**config.mk**
```make
export PLATFORM = sky130hd
export DESIGN_NAME = seg_scan_ctrl_flat
export DESIGN_NICKNAME = d
export VERILOG_FILES = /design/src/rtl/seg_scan_ctrl_if.sv /design/src/rtl/seg_scan_ctrl.sv /design/src/flat_wrapper.sv
export SDC_FILE = /design/constraint.sdc
export NUM_CORES = 1
export LEC_CHECK = 0
export BUFFER_PORTS_ARGS = -buffer_cell sky130_fd_sc_hd__buf_4
export CAP_MARGIN = 20
export CORE_MARGIN = 2
export CORE_UTILIZATION = 58
export CTS_CLUSTER_DIAMETER = 60
export DETAILED_ROUTE_END_ITERATION = 12
export GPL_ROUTABILITY_DRIVEN = 0
export GPL_TIMING_DRIVEN = 1
export HOLD_SLACK_MARGIN = 0.06
export PLACE_DENSITY_LB_ADDON = 0.12
export SYNTH_ARGS = -nofsm -noshare
export SYNTH_HDL_FRONTEND = slang
export SYNTH_SLANG_ARGS = --single-unit
```
**constraint.sdc**
```tcl
create_clock -name clk -period 3.5 [get_ports clk]
set_input_delay 0.525 -clock clk [delete_from_list [all_inputs] [get_ports clk]]
set_output_delay 0.525 -clock clk [all_outputs]
set_load 0.1 [all_outputs]
```
**src/rtl/seg_scan_ctrl_if.sv**
```systemverilog
// Signal bundle between game logic, the shared 7-segment decoder and the scan controller.
interface seg_scan_ctrl_if #(
   parameter int NUM_DIGITS = 4
);
   logic                    load;
   logic [4*NUM_DIGITS-1:0] load_value;
   logic                    load_ack;
   logic                    lead_zero_blank;
   logic [3:0]              dec_data;
   logic [6:0]              dec_seg;
   logic [6:0]              seg_n;
   logic [NUM_DIGITS-1:0]   an_n;
   logic                    frame_done;

   modport master (
      output load, load_value, lead_zero_blank, dec_seg,
      input  load_ack, dec_data, seg_n, an_n, frame_done
   );

   modport slave (
      input  load, load_value, lead_zero_blank, dec_seg,
      output load_ack, dec_data, seg_n, an_n, frame_done
   );
endinterface

```
**src/rtl/seg_scan_ctrl.sv**
```systemverilog
// Multiplexes one shared nibble-to-segment decoder across NUM_DIGITS common-anode digits,
// with a double-buffered display value committed only at frame wrap.
//
// state    | meaning
// ST_BLANK | all anodes off for BLANK_CYCLES; decoder fed active[idx]
// ST_SHOW  | anode idx lit for DWELL_CYCLES; seg_n holds the captured pattern
module seg_scan_ctrl #(
   parameter int NUM_DIGITS   = 4,
   parameter int DWELL_CYCLES = 50000,
   parameter int BLANK_CYCLES = 16
) (
   input logic            clk,
   input logic            rst_n,
   seg_scan_ctrl_if.slave bus
);
   localparam int IDX_W   = (NUM_DIGITS > 1) ? $clog2(NUM_DIGITS) : 1;
   localparam int CNT_MAX = (DWELL_CYCLES > BLANK_CYCLES) ? DWELL_CYCLES : BLANK_CYCLES;
   localparam int CNT_W   = (CNT_MAX > 1) ? $clog2(CNT_MAX) : 1;
   localparam int VW      = 4 * NUM_DIGITS;

   localparam logic [CNT_W-1:0] BLANK_LAST = CNT_W'(BLANK_CYCLES - 1);
   localparam logic [CNT_W-1:0] DWELL_LAST = CNT_W'(DWELL_CYCLES - 1);
   localparam logic [IDX_W-1:0] IDX_LAST   = IDX_W'(NUM_DIGITS - 1);

   typedef enum logic {ST_BLANK, ST_SHOW} state_t;

   state_t           state;
   logic [CNT_W-1:0] cnt;
   logic [IDX_W-1:0] idx;
   logic [VW-1:0]    active;
   logic [VW-1:0]    pending;
   logic             pending_valid;
   logic             upper_zero;
   logic             blank_digit;

   assign bus.dec_data = active[{idx, 2'b00} +: 4];

   // Digit idx is a leading zero when it and every more significant nibble are zero.
   always_comb begin
      upper_zero = 1'b1;
      for (int i = 0; i < NUM_DIGITS; i++) begin
         if (i >= int'(idx) && active[4*i +: 4] != 4'h0) upper_zero = 1'b0;
      end
      blank_digit = bus.lead_zero_blank && (idx != '0) && upper_zero;
   end

   always_ff @(posedge clk or negedge rst_n) begin
      if (!rst_n) begin
         state          <= ST_BLANK;
         cnt            <= '0;
         idx            <= '0;
         active         <= '0;
         pending        <= '0;
         pending_valid  <= 1'b0;
         bus.an_n       <= '1;
         bus.seg_n      <= 7'h7F;
         bus.load_ack   <= 1'b0;
         bus.frame_done <= 1'b0;
      end else begin
         bus.load_ack   <= 1'b0;
         bus.frame_done <= 1'b0;
         case (state)
            ST_BLANK: begin
               if (cnt == BLANK_LAST) begin
                  state     <= ST_SHOW;
                  cnt       <= '0;
                  bus.seg_n <= blank_digit ? 7'h7F : bus.dec_seg;
                  bus.an_n  <= ~(NUM_DIGITS'(1) << idx);
               end else begin
                  cnt <= cnt + 1'b1;
               end
            end
            ST_SHOW: begin
               if (cnt == DWELL_LAST) begin
                  state     <= ST_BLANK;
                  cnt       <= '0;
                  bus.seg_n <= 7'h7F;
                  bus.an_n  <= '1;
                  if (idx == IDX_LAST) begin
                     idx            <= '0;
                     bus.frame_done <= 1'b1;
                     if (pending_valid) begin
                        active        <= pending;
                        pending_valid <= 1'b0;
                        bus.load_ack  <= 1'b1;
                     end
                  end else begin
                     idx <= idx + 1'b1;
                  end
               end else begin
                  cnt <= cnt + 1'b1;
               end
            end
            default: state <= ST_BLANK;
         endcase
         // A load in the commit cycle re-arms pending for the next frame.
         if (bus.load) begin
            pending       <= bus.load_value;
            pending_valid <= 1'b1;
         end
      end
   end
endmodule

```
**src/flat_wrapper.sv**
```systemverilog
// flat-port wrapper written by rule: the top's interface ports become plain ports
module seg_scan_ctrl_flat 
#(
   parameter int NUM_DIGITS   = 4,
   parameter int DWELL_CYCLES = 50000,
   parameter int BLANK_CYCLES = 16
)
  (clk, rst_n, bus_load, bus_load_value, bus_lead_zero_blank, bus_dec_seg, bus_load_ack, bus_dec_data, bus_seg_n, bus_an_n, bus_frame_done);
  seg_scan_ctrl_if #(.NUM_DIGITS(NUM_DIGITS)) bus_i ();
  input logic clk;
  input logic rst_n;
  input wire logic [$bits(bus_i.load)-1:0] bus_load;
  input wire logic [$bits(bus_i.load_value)-1:0] bus_load_value;
  input wire logic [$bits(bus_i.lead_zero_blank)-1:0] bus_lead_zero_blank;
  input wire logic [$bits(bus_i.dec_seg)-1:0] bus_dec_seg;
  output wire logic [$bits(bus_i.load_ack)-1:0] bus_load_ack;
  output wire logic [$bits(bus_i.dec_data)-1:0] bus_dec_data;
  output wire logic [$bits(bus_i.seg_n)-1:0] bus_seg_n;
  output wire logic [$bits(bus_i.an_n)-1:0] bus_an_n;
  output wire logic [$bits(bus_i.frame_done)-1:0] bus_frame_done;
  assign bus_i.load = bus_load;
  assign bus_i.load_value = bus_load_value;
  assign bus_i.lead_zero_blank = bus_lead_zero_blank;
  assign bus_i.dec_seg = bus_dec_seg;
  assign bus_load_ack = bus_i.load_ack;
  assign bus_dec_data = bus_i.dec_data;
  assign bus_seg_n = bus_i.seg_n;
  assign bus_an_n = bus_i.an_n;
  assign bus_frame_done = bus_i.frame_done;
  seg_scan_ctrl #(.NUM_DIGITS(NUM_DIGITS), .DWELL_CYCLES(DWELL_CYCLES), .BLANK_CYCLES(BLANK_CYCLES)) u_core (.clk(clk), .rst_n(rst_n), .bus(bus_i));
endmodule
```
## Word level (Yosys, flattened, before mapping)

Index checks and enable logic that the tools add are counted.

- Bits in registers: 65
- Logic and storage cells: 70

- $add $sub $neg: 2
- Order comparisons: 3
- Equality and inequality tests: 5
- Shift-type cells: 2
- Muxes and demuxes: 29
- Bitwise logic cells: 2
- Reduce and logical (&&, ||, !) cells: 17

Operators by type and width:

| operator | number |
|---|---|
| two-way mux 16 bit | 2 |
| case mux 16 bit (2 select lines) | 1 |
| two-way mux 7 bit | 3 |
| two-way mux 1 bit | 17 |
| adder 16 x 1 -> 16 bit, second input constant | 1 |
| equality test 16 bit, second input constant | 1 |
| equality test 16 x 4 -> 1 bit, second input constant | 1 |
| nonzero test 4 bit | 4 |
| variable part select 16 x 5 -> 4 bit | 1 |
| case mux 7 bit (2 select lines) | 1 |
| two-way mux 4 bit | 2 |
| case mux 4 bit (2 select lines) | 1 |
| nonzero test 2 bit | 4 |
| logical AND 1 bit | 5 |
| greater-or-equal comparator 1 x 2 -> 1 bit, first input constant | 2 |
| NOT 4 bit | 1 |
| AND reduction 2 bit | 2 |
| AND reduction 4 bit | 1 |
| << shifter 1 x 2 -> 4 bit, first input constant | 1 |
| AND reduction 3 bit | 1 |
| adder 2 x 1 -> 2 bit, second input constant | 1 |
| equality test 2 bit, second input constant | 1 |
| greater-or-equal comparator 2 bit, first input constant | 1 |
| two-way mux 2 bit | 1 |
| 4 further kinds | 4 |

## Depth between registers and ports, before layout

- Word-level depth: 10
- Gate-level depth with buffers: 7
- Gate-level depth less buffers: 6

## Worst setup path before layout

No wires, ideal clock.

- Kind: reg-to-reg
- From: register u_core.idx[0]
- To: register u_core.bus.seg_n[0]
- Arrival: 2.335 ns
- Setup slack: 1.104 ns
- Cell stages (with the launch flop): 8
- Buffers on the path: 1
- Period minus slack after synthesis: 2.396 ns
- Cell sequence: dfrtp_1 > clkbuf_1 > inv_1 > ha_1 > or4b_2 > a2111oi_4 > a211o_1 > mux2_2

- Word-level cells in the longest chain between the ends: 10
- Elaborated cells between the ends (all ways): 16
- Classes of those cells: order compare: 3; mux: 7; reduce/logical: 6

Ends and longest elaborated chain:

| item | line | source |
|---|---|---|
| start, declared | seg_scan_ctrl.sv:29 | `logic [IDX_W-1:0] idx;` |
| start signal, assigned | seg_scan_ctrl.sv:88 | `idx <= idx + 1'b1;` |
| greater-or-equal comparator 1 x 2 -> 1 bit | seg_scan_ctrl.sv:42 | `if (i >= int'(idx) && active[4*i +: 4] != 4'h0) upper_zero = 1'b0;` |
| logical AND 1 bit | seg_scan_ctrl.sv:42 |  |
| two-way mux 1 bit (4 in series) | seg_scan_ctrl.sv:42 |  |
| logical AND 1 bit (*) | seg_scan_ctrl.sv:44 | `blank_digit = bus.lead_zero_blank && (idx != '0) && upper_zero;` |
| two-way mux 7 bit (*) | seg_scan_ctrl.sv:67 | `bus.seg_n <= blank_digit ? 7'h7F : bus.dec_seg;` |
| two-way mux 7 bit (*) | seg_scan_ctrl.sv:64 | `if (cnt == BLANK_LAST) begin` |
| case mux 7 bit (2 select lines) (*) | seg_scan_ctrl.sv:62 | `case (state)` |
| end signal, assigned | seg_scan_ctrl.sv:67 |  |
| end, declared | seg_scan_ctrl_if.sv:22 | `output load_ack, dec_data, seg_n, an_n, frame_done` |

Every way passes the cells marked *; elsewhere a longest branch is shown, timed or not. The select of a mux whose other input is x is not followed.
A chain may end at the register's enable or synchronous reset.

## Final worst setup path

- From: register u_core.idx[0]
- To: register u_core.bus.seg_n[4]

The elaborated chain is that of the path after synthesis.

==> reports/metrics.cfg <==
[routing]
wl_um=5180
vias=1831
drc=0
ant_nets=0
drtIter0Drc=106
wl_per_cell_um=15.5
firstDrtPassIters=4
viasPerCell=5.48

[cells_and_area]
nets=295
insertedDiodeCount=0
syn_to_final_growth_pct=22.2
fillers=337
final_util_pct=74.9
fin_area_um2=3590
drive_above_1_share_pct=46.8

[sta]
worst_pin_slew_ps=877
final.min_clock_period_ps=2440
fin_hold_ws_ps=278
rsz0062_at_grt=no
maxSlewHeadroom_pct=41.5
fmax_mhz=410
maxSlewViolCount=0
setup_viol=0
fin_crit_sh_pct=69.7
tns_ps=0
finClkSkew_ps=6.46
hold_violations=0

[critical_path]
cp-start-kind=register
max_stage_delay_ps=700
crit_required_ps=3780
critPathArrivalTime_ps=2730
crit_chain=inv_1 -> ha_1 -> or4b_2 -> a2111oi_4 -> a211o_1 -> mux2_2
crit_fanout=10
ff2ff_setup_slack_ps=1060
cp_slowest_cell=or4b_2
path_class=reg2reg
end_kind=register
cp_top_family=simple AND/OR/NAND/NOR gates
crit_buf_inv=1

[yosys]
synth-seq-cells=65
ys_seq_area_share_pct=55.9
syn_inst=213
synth_area_um2=2930
synth-main-ff-cell=dfrtp_1
syn_area_per_cell_um2=13.8
synth_edf_count=0
synth_nets=246
yosysWarnings=0
ys_types=36
synthArstFlopShare_pct=100

[global_routing]
grt_overflow_total=0
grt_pass1_vias=1752
grt.total_usage_pct=21.3
antenna_found_initial=0
grt_max_degree=66
grt_pass1_wl_um=8600

[placed_design]
dpl.hpwl_um=3530
io_buffers=43
placed_area_um2=3310

[floorplanning]
row_count=25
die_w_um=75.1
ioPinCount=44
start_util_pct=61.3
core-area_um2=4790
die_y_um=75.1
dieArea_um2=5640

[job]
max-cap-violations=0

[clock_tree]
cts_tree=built
cts-resized-gates=0
cts_hold_buffers=0
insertion_delay_ps=340
clk_pin_slew_ps=70
cts.path.max_buffers=2
htree_levels=3
cts_buffers=9
clk_root_buffer_cell=clkbuf_8
postCtsSetupBuffers=0
cts_sinks=65

[power_and_ir_drop]
p_per_area_nw_per_um2=488
peakVddDrop_mv=0.468
leakagePower_nw=1.65

[min_path]
min_path_type=in2async

[outcome]
status=finished, final reports clean

worst reg2reg max path: cells and delay by family, from the launching register on:
family / cells / cell delay, ps
muxes: 1 / 140
DFF: 1 / 590
adders and majority gates: 1 / 230
and+or+nand+nor: 1 / 700
buffers and inverters: 1 / 120
AOI/OAI and AO/OA: 2 / 610
per-stage QoR:
stage	total power, mW	cells	setup slack (ps)
floorplan	0.858	213	1100
global placement	0.904	318	1090
detailed placement	0.906	318	1040
CTS	1.77	334	1040
global route	1.81	334	857
finish	1.75	334	1060
cell usage after synthesis (all sizes together), types with 4 or more instances:
master   instances  area (um2)
a211o            7        61.3
a2bb2oi          4        35.0
clkbuf           6        22.5
dfrtp           54        1350
dfstp           11         289
ha               6        75.1
inv              6        22.5
mux2            40         488
mux4             4        90.1
nand2            7        26.3
nand3            6        35.0
nand4            5        31.3
nor2            14        52.6
nor4             6        43.8
xnor2            6        52.6
xor2             7        61.3
cell type report:
cell class | count | area (um2) | share of cell area, %
flip-flops and latches | 65 | 1640 | 45.7
clock buffers | 11 | 151 | 4.22
repair buffers | 46 | 345 | 9.63
clock inverters | 5 | 125 | 3.49
well taps | 67 | 83.8 | 2.34
multi-input cells | 134 | 1220 | 33.9
inverters | 6 | 22.5 | 0.628
layer usage:
metal	wire length, um	vias up	track usage (%)
li1	-	867	-
met1	2380	899	29.5
met2	2420	56	30.8
met3	280	9	5.89
met4	98	0	11.3
met5	0	-	0
power by group:
part           internal [mW]  switching [mW]  total [mW]
Sequential             0.777          0.0116       0.789
Clock                  0.583           0.276       0.859
Combinational         0.0431          0.0582       0.101
Total                   1.40           0.346        1.75
cells by family (layout without fill, tap and decap cells):
family	after synthesis	after routing	synth area share (%)
compound gates	20	20	6.01
xor+xnor	13	13	3.88
fa+ha+maj	6	6	2.56
buf+inv	14	68	2.60
flops	65	65	55.9
mux	44	44	19.7
simple gates	51	51	9.34
path summary, 6_finish.rpt:
path                                                         to  cells past startpoint                 startpoint
worst max-delay path            u_core.bus.seg_n[4]$_DFFE_PN1P_                      6  u_core.idx[0]$_DFFE_PN0P_
worst min-delay path                    u_core.cnt[4]$_DFF_PN0_                      1                      rst_n
worst max register to register  u_core.bus.seg_n[4]$_DFFE_PN1P_                      6  u_core.idx[0]$_DFFE_PN0P_
worst min register to register          u_core.cnt[0]$_DFF_PN0_                      1    u_core.cnt[0]$_DFF_PN0_
max in group asynchronous          u_core.active[8]$_DFFE_PN0P_                      1                      rst_n
min in group clk                  u_core.pending[2]$_DFFE_PN0P_                      2          bus_load_value[2]
cell usage in the layout, fill, tap and decap left out, drive strengths merged, types with 7 or more instances in the layout:
| cell type | netlist | routed |
|---|---|---|
| dfstp | 11 | 11 |
| nand2 | 7 | 7 |
| nor2 | 14 | 14 |
| clkbuf | 6 | 11 |
| mux2 | 40 | 40 |
| a211o | 7 | 7 |
| buf | 2 | 46 |
| xor2 | 7 | 7 |
| dfrtp | 54 | 54 |
state kept, by name (all words and copies together), names as in the netlist, 2 cells and up:
register / count
u_core.active: 16
u_core.bus.an_n: 4
u_core.bus.seg_n: 7
u_core.cnt: 16
u_core.idx: 2
u_core.pending: 16
No activity file was read; power rests on OpenSTA's default activity.
